==> src/rtl/spi_fifo_master.sv <==
// SPI mode-0 master that pops 32-bit words from a TX FIFO, shifts them out MSB first,
// and pushes the word assembled from miso into an RX FIFO.
module spi_fifo_master #(
    parameter int CLK_DIV = 4,
    parameter int WORD_W  = 32
) (
    input  logic              clk,
    input  logic              rst,
    input  logic              fifo_empty,
    output logic              fifo_rd_en,
    input  logic [WORD_W-1:0] fifo_data,
    input  logic              fifo_data_valid,
    input  logic              rx_full,
    output logic              rx_wr_en,
    output logic [WORD_W-1:0] rx_data,
    output logic              sclk,
    output logic              mosi,
    input  logic              miso,
    output logic              cs_n,
    output logic              busy
);

    typedef enum logic [2:0] {
        IDLE  = 3'd0,
        FETCH = 3'd1,
        WAIT  = 3'd2,
        SHIFT = 3'd3,
        DONE  = 3'd4
    } state_t;

    localparam logic [7:0] DIV_LAST = 8'(CLK_DIV - 1);

    state_t            r_state;
    logic [7:0]        r_div;
    logic [4:0]        r_bit;
    logic [WORD_W-1:0] r_tx;
    logic [WORD_W-1:0] r_rx;
    logic [WORD_W-1:0] r_rx_data;
    logic              r_sclk;
    logic              r_mosi;
    logic              r_cs_n;
    logic              r_fifo_rd_en;
    logic              r_rx_wr_en;
    logic              r_busy;

    state_t            w_state;
    logic [7:0]        w_div;
    logic [4:0]        w_bit;
    logic [WORD_W-1:0] w_tx;
    logic [WORD_W-1:0] w_rx;
    logic [WORD_W-1:0] w_rx_data;
    logic              w_sclk;
    logic              w_mosi;

    // Next-state and datapath decode; all outputs are registered from these values.
    always_comb begin
        w_state   = r_state;
        w_div     = r_div;
        w_bit     = r_bit;
        w_tx      = r_tx;
        w_rx      = r_rx;
        w_rx_data = r_rx_data;
        w_sclk    = r_sclk;
        w_mosi    = r_mosi;
        case (r_state)
            IDLE: begin
                if (!fifo_empty && !rx_full) begin
                    w_state = FETCH;
                end else begin
                    w_state = IDLE;
                end
            end
            FETCH: begin
                w_state = WAIT;
            end
            WAIT: begin
                if (fifo_data_valid) begin
                    w_state = SHIFT;
                    w_tx    = fifo_data;
                    w_mosi  = fifo_data[WORD_W-1];
                    w_rx    = {WORD_W{1'b0}};
                    w_div   = 8'd0;
                    w_bit   = 5'd0;
                    w_sclk  = 1'b0;
                end else begin
                    w_state = IDLE;
                end
            end
            SHIFT: begin
                if (r_div == DIV_LAST) begin
                    w_div  = 8'd0;
                    w_sclk = ~r_sclk;
                    if (!r_sclk) begin
                        // Rising edge: sample miso into the LSB end.
                        w_rx = {r_rx[WORD_W-2:0], miso};
                    end else begin
                        w_tx   = {r_tx[WORD_W-2:0], 1'b0};
                        w_mosi = r_tx[WORD_W-2];
                        if (r_bit == 5'd31) begin
                            w_state   = DONE;
                            w_mosi    = 1'b0;
                            w_rx_data = r_rx;
                        end else begin
                            w_bit = r_bit + 5'd1;
                        end
                    end
                end else begin
                    w_div = r_div + 8'd1;
                end
            end
            DONE: begin
                w_state = IDLE;
            end
            default: begin
                w_state = IDLE;
            end
        endcase
    end

    // State, datapath and output registers.
    always_ff @(posedge clk or posedge rst) begin
        if (rst) begin
            r_state      <= IDLE;
            r_div        <= 8'd0;
            r_bit        <= 5'd0;
            r_tx         <= {WORD_W{1'b0}};
            r_rx         <= {WORD_W{1'b0}};
            r_rx_data    <= {WORD_W{1'b0}};
            r_sclk       <= 1'b0;
            r_mosi       <= 1'b0;
            r_cs_n       <= 1'b1;
            r_fifo_rd_en <= 1'b0;
            r_rx_wr_en   <= 1'b0;
            r_busy       <= 1'b0;
        end else begin
            r_state      <= w_state;
            r_div        <= w_div;
            r_bit        <= w_bit;
            r_tx         <= w_tx;
            r_rx         <= w_rx;
            r_rx_data    <= w_rx_data;
            r_sclk       <= w_sclk;
            r_mosi       <= w_mosi;
            r_cs_n       <= (w_state != SHIFT);
            r_fifo_rd_en <= (w_state == FETCH);
            r_rx_wr_en   <= (w_state == DONE);
            r_busy       <= (w_state != IDLE);
        end
    end

    assign fifo_rd_en = r_fifo_rd_en;
    assign rx_wr_en   = r_rx_wr_en;
    assign rx_data    = r_rx_data;
    assign sclk       = r_sclk;
    assign mosi       = r_mosi;
    assign cs_n       = r_cs_n;
    assign busy       = r_busy;

endmodule

==> config.mk <==
export PLATFORM = sky130hd
export DESIGN_NAME = spi_fifo_master
export DESIGN_NICKNAME = d
export VERILOG_FILES = /design/src/rtl/spi_fifo_master.sv
export SDC_FILE = /design/constraint.sdc
export NUM_CORES = 1
export LEC_CHECK = 0
export CAP_MARGIN = 20
export CORE_UTILIZATION = 40
export DETAILED_ROUTE_END_ITERATION = 6
export DONT_BUFFER_PORTS = 1
export SLEW_MARGIN = 10
export SYNTH_ARGS = -nofsm -noshare
export SYNTH_HDL_FRONTEND = slang
export SYNTH_SLANG_ARGS = --single-unit
==> constraint.sdc <==
create_clock -name clk -period 3.7 [get_ports clk]
set_input_delay 0.74 -clock clk [delete_from_list [all_inputs] [get_ports clk]]
set_output_delay 0.74 -clock clk [all_outputs]
set_load 0.005 [all_outputs]
-- Word level (Yosys, flattened, before mapping)
Index checks and enable logic that the tools add are counted.
- flip-flop bits (word level): 117
- input port bits: 38
- output and inout port bits: 38
- word-level logic and storage cells: 70
- add/sub/neg operators: 2
- eq/ne operators: 13
- mux-type cells: 30
- bitwise operators: 1
- reductions and logical operators: 12
- operators with widths (cell ; number):
    $mux W32 ; 3
    $mux W31 ; 3
    $pmux W32 S2 ; 1
    $pmux W31 S2 ; 1
    $mux W5 ; 4
    $mux W8 ; 2
    $pmux W8 S2 ; 1
    $pmux W3 S4 ; 1
    $reduce_and A4 Y1 ; 3
    $ne A2 B2 Y1 const B ; 5
    $pmux W5 S2 ; 1
    $mux W3 ; 3
    $add A8 B1 Y8 const B ; 1
    $eq A8 B2 Y1 const B ; 1
    $mux W1 ; 7
    $eq A3 B1 Y1 const B ; 2
    $eq A3 B2 Y1 const B ; 2
    $add A5 B1 Y5 const B ; 1
    $eq A5 B5 Y1 const B ; 1
    $reduce_and A5 Y1 ; 1
    $pmux W1 S2 ; 2
    $eq A3 B3 Y1 const B ; 1
    $logic_not A3 Y1 ; 1
    $ne A3 B2 Y1 const B ; 1
    other kinds (8) ; 9

-- Depth between registers and ports, before layout
- depth after elaboration: 6
- depth in mapped cells: 7
- gate-level depth less buffers: 7

-- Least setup slack after synthesis
OpenSTA, ideal clock, no wires.
- kind: input to register
- start: input fifo_data_valid
- end: register r_tx[17]
- library setup time: 0.127 ns
- arrival time: 1.855 ns
- data required time: 3.573 ns
- path slack: 1.718 ns
- stages: 5
- path buffers: 2
- cell sequence: nor4bb_1 -> clkbuf_1 -> o21ai_2 -> buf_6 -> mux2_1
- word-level cells in the longest chain between the ends: 2
- ends and longest elaborated chain (what ; RTL line ; source):
    start: declaration ; 12 ; input logic fifo_data_valid,
    $ne A2 B2 Y1 (no source line) ; n/a ;
    $reduce_and A4 Y1 (no source line) ; n/a ;
    end signal: assignment ; 126 ; r_tx <= {WORD_W{1'b0}};
    end signal: assignment ; 139 ; r_tx <= w_tx;
    end: declaration ; 36 ; logic [WORD_W-1:0] r_tx;
Every way passes these cells.
A chain may end at the register's enable or synchronous reset.

-- Worst setup path in the final report
- start: register r_state[2]
- end: register r_tx[1]
- word-level cells in the longest chain between the ends: 3
- elaborated cells between the ends (all ways): 8
- classes of those cells: eq/ne (5); mux (1); reduce/logical (2)
- ends and longest elaborated chain (what ; RTL line ; source):
    start: declaration ; 33 ; state_t r_state;
    start signal: assignment ; 136 ; r_state <= w_state;
    $eq A3 B2 Y1 ; 65 ; case (r_state)
    $ne A2 B2 Y1 (no source line) / $reduce_bool A2 Y1 (equally long branches) ; n/a ;
    $reduce_and A4 Y1 (no source line) ; n/a ;
Several ways; a longest one is shown, not always the timed one.

==> reports/qor.yml <==
yosys:
  syn-cell-area_sq_um: 4940
  synthAdderAreaFrac_pct: 0.760
  yosys.area.top_type_share_pct: 58.8
  synthXorXnorAreaFrac_pct: 0
  avgSynthCellArea_sq_um: 12.0
  yosys.cell_count.top_type: "dfrtp_1"
  yosys.area_share.simple_pct: 12.6
  ys_seq_area_share_pct: 59.3
  synth_compound_area_share_pct: 9.51
  syn_inst: 413
  synth_top_area_cell: "dfrtp_1"
  synth_top_family_by_area: "multiplexers"
  async_reset_ff_share_pct: 100
  synthTopCellsByArea: "dfrtp_1 (59%), mux2_2 (14%), nand2_1 (7.5%)"
  syn-num-nets: 454
  yosys-top-cells-count: "dfrtp_1 (116), nand2_1 (98), mux2_2 (63)"
  yosysWarnings: 0
  synth-main-ff-cell: "dfrtp_1"
  synth_edf_count: 0
  synth_cell_types: 39
  ys_ff_latch: 117
  synth_mux_area_share_pct: 15.0
grt:
  grt_max_degree: 65
  grt_usage_pct: 15.5
  grt_pass1_vias: 3144
  busiest_layer: "met2"
  use_met1_pct: 19.4
  grt_use_met2_pct: 23.6
  grt_antenna_before_repair: 0
  overflow: 0
  grt_pass1_wl_mm: 15.3
  grtUsageMet3_pct: 6.75
route:
  drtIter0Drc: 168
  vias: 3108
  wirelength_mm: 9.00
  ant_nets: 0
  firstDrtPassIters: 4
  route.detailed.drc: 0
  wl_per_cell_um: 15.5
  viasPerCell: 5.36
die:
  fp.dieH_um: 113
  core_area_sq_um: 12000
  die_w_um: 113
  io_pins: 76
  row_count: 40
  start_util_pct: 41.1
  dieArea_sq_um: 12800
worst_hold_path:
  hold_class: "input pin to asynchronous set/reset pin"
placement:
  hpwlAfterDp_mm: 5.67
  gp_congestion: 0.751
  numPortBuffers: 0
setup_path:
  path_cells: "and3b_1 > buf_4 > and2_1 > o21ai_2 > buf_4 > mux2_2"
  path_max_fanout: 39
  worst_setup_path_start_kind: "flip-flop"
  path_buf_inv: 2
  cp_slowest_stage_delay_ps: 440
  crit_family: "buffers and inverters"
  path_common_cell: "buf_4"
  cp.required_ps: 3990
  worstSetupPathType: "flip-flop to flip-flop"
  crit_slowest_cell: "dfrtp_1"
  cp.arrival_ps: 2460
  worstSetupEndpointType: "flip-flop"
  reg2reg_slack_ps: 1530
layout:
  seq_area_sq_um: 2930
  syn2layout_area_growth_pct: 14.1
  num_antenna_cells: 0
  drive_gt1_share_pct: 26.1
  fill_cells: 1108
  multi_input_area_sq_um: 1890
  fin_util_pct: 46.9
  final_nets: 461
clocking:
  postCtsHoldBufs: 0
  cts_resized: 0
  post-cts-setup-buffers: 0
  cts_tree: "done"
  htree_levels: 4
  cts_sinks: 117
  path_clk_slew_ps: 50
  clockBufferDepth: 2
  cts_buffers: 17
  clk-insertion-delay-late_ps: 410
  cts_root_buf: "clkbuf_16"
sta:
  slew_headroom_pct: 67.9
  hold_viol: 0
  setup_viol: 0
  layout_min_cycle_time_ps: 2170
  period_share_pct: 58.7
  slew_violations: 0
  rsz0062_at_grt: "no"
  fin_skew_ps: 7.89
  tns_ps: 0
  fmax_mhz: 461
  max_slew.worst_pin.slew_ps: 476
power_and_ir_drop:
  powerDensity_nw_per_um2: 687
  irDropWorstVdd_mv: 0.335
  leakage_nw: 2.76
flow_run:
  drv_cap: 0
outcome:
  status: "finished clean"
[registers in the layout (all words and copies together) (netlist names)]
name,cells
mosi,1
cs_n,1
r_rx,32
sclk,1
busy,1
r_tx,31
r_div,8
r_bit,5
rx_data,32
rx_wr_en,1
fifo_rd_en,1
r_state,3
[path summary, 6_finish.rpt]
path,startpoint,to,depth (start not counted)
max,r_state[2],r_tx[1],6
min,rst,r_tx[16],1
max reg2reg,r_state[2],r_tx[1],6
min reg2reg,r_tx[0],r_tx[0],1
max in group asynchronous,rst,cs_n,2
min in group clk,fifo_data[0],r_tx[0],1
[per-layer routing]
metal / vias up / wire length (um)
met1: 1559 / 4250
met3: 15 / 539
li1: 1472 / -
met4: 0 / 138
met5: - / 0
met2: 62 / 4080
[final cells by class]
cell class	instances	area share [%]
inverters	6	0.466
clock inverters	12	1.47
multi-input cells	269	33.5
well taps	147	3.27
flip-flops and latches	117	52.0
clock buffers	20	7.93
repair buffers	9	1.38
[kinds of logic (layout without fill, tap and decap cells)]
logic type	after synthesis	count (layout)
buf+inv	27	47
compound gates	62	62
simple gates	138	138
mux	66	66
flops	117	117
fa+ha+maj	3	3
[placed cells by master (no fill, tap or decap), drive strengths merged]
master | Yosys | routed
a31oi | 3 | 3
a21o | 1 | 1
a21oi | 6 | 6
nor4b | 1 | 1
a211oi | 1 | 1
nor3b | 2 | 2
nor4bb | 1 | 1
buf | 15 | 9
clkinvlp | 0 | 4
nor2b | 1 | 1
clkbuf | 6 | 20
o31ai | 2 | 2
nand3b | 1 | 1
clkinv | 0 | 8
ha | 3 | 3
nand3 | 4 | 4
nor3 | 5 | 5
a22o | 36 | 36
dfrtp | 116 | 116
and2 | 1 | 1
nor2 | 10 | 10
a221o | 1 | 1
and3b | 1 | 1
inv | 6 | 6
and3 | 3 | 3
nand2 | 99 | 99
o21ai | 12 | 12
or4 | 3 | 3
mux2i | 2 | 2
or2 | 1 | 1
dfstp | 1 | 1
mux2 | 64 | 64
nand4 | 3 | 3
nand2b | 2 | 2
[worst register-to-register path: cells and delay by family (launching register included)]
kind	cells	cell delay, ps
and+or+nand+nor	2	480
AOI/OAI and AO/OA	1	120
muxes	1	410
buffers and inverters	2	620
DFF	1	440
[report_power, final]
part	internal (mW)	switching, mW	total, mW
logic	0.338	0.420	0.758
registers	1.52	0.150	1.66
clock network	0.869	0.578	1.45
[through the flow]
step / area (sq um) / std cells / power, mW / hold WS, ps / worst slack [ps]
4_1_cts: 5630 / 579 / 3.92 / 196 / 1410
5_1_grt: 5630 / 580 / 4.10 / 211 / 1390
2_1_floorplan: 4940 / 413 / 2.28 / 464 / 1530
3_3_place_gp: 5100 / 547 / 2.42 / 475 / 1270
6_report: 5630 / 580 / 3.87 / 198 / 1530
3_5_place_dp: 5100 / 547 / 2.45 / 487 / 1170
No activity file was read; power rests on OpenSTA's default activity.
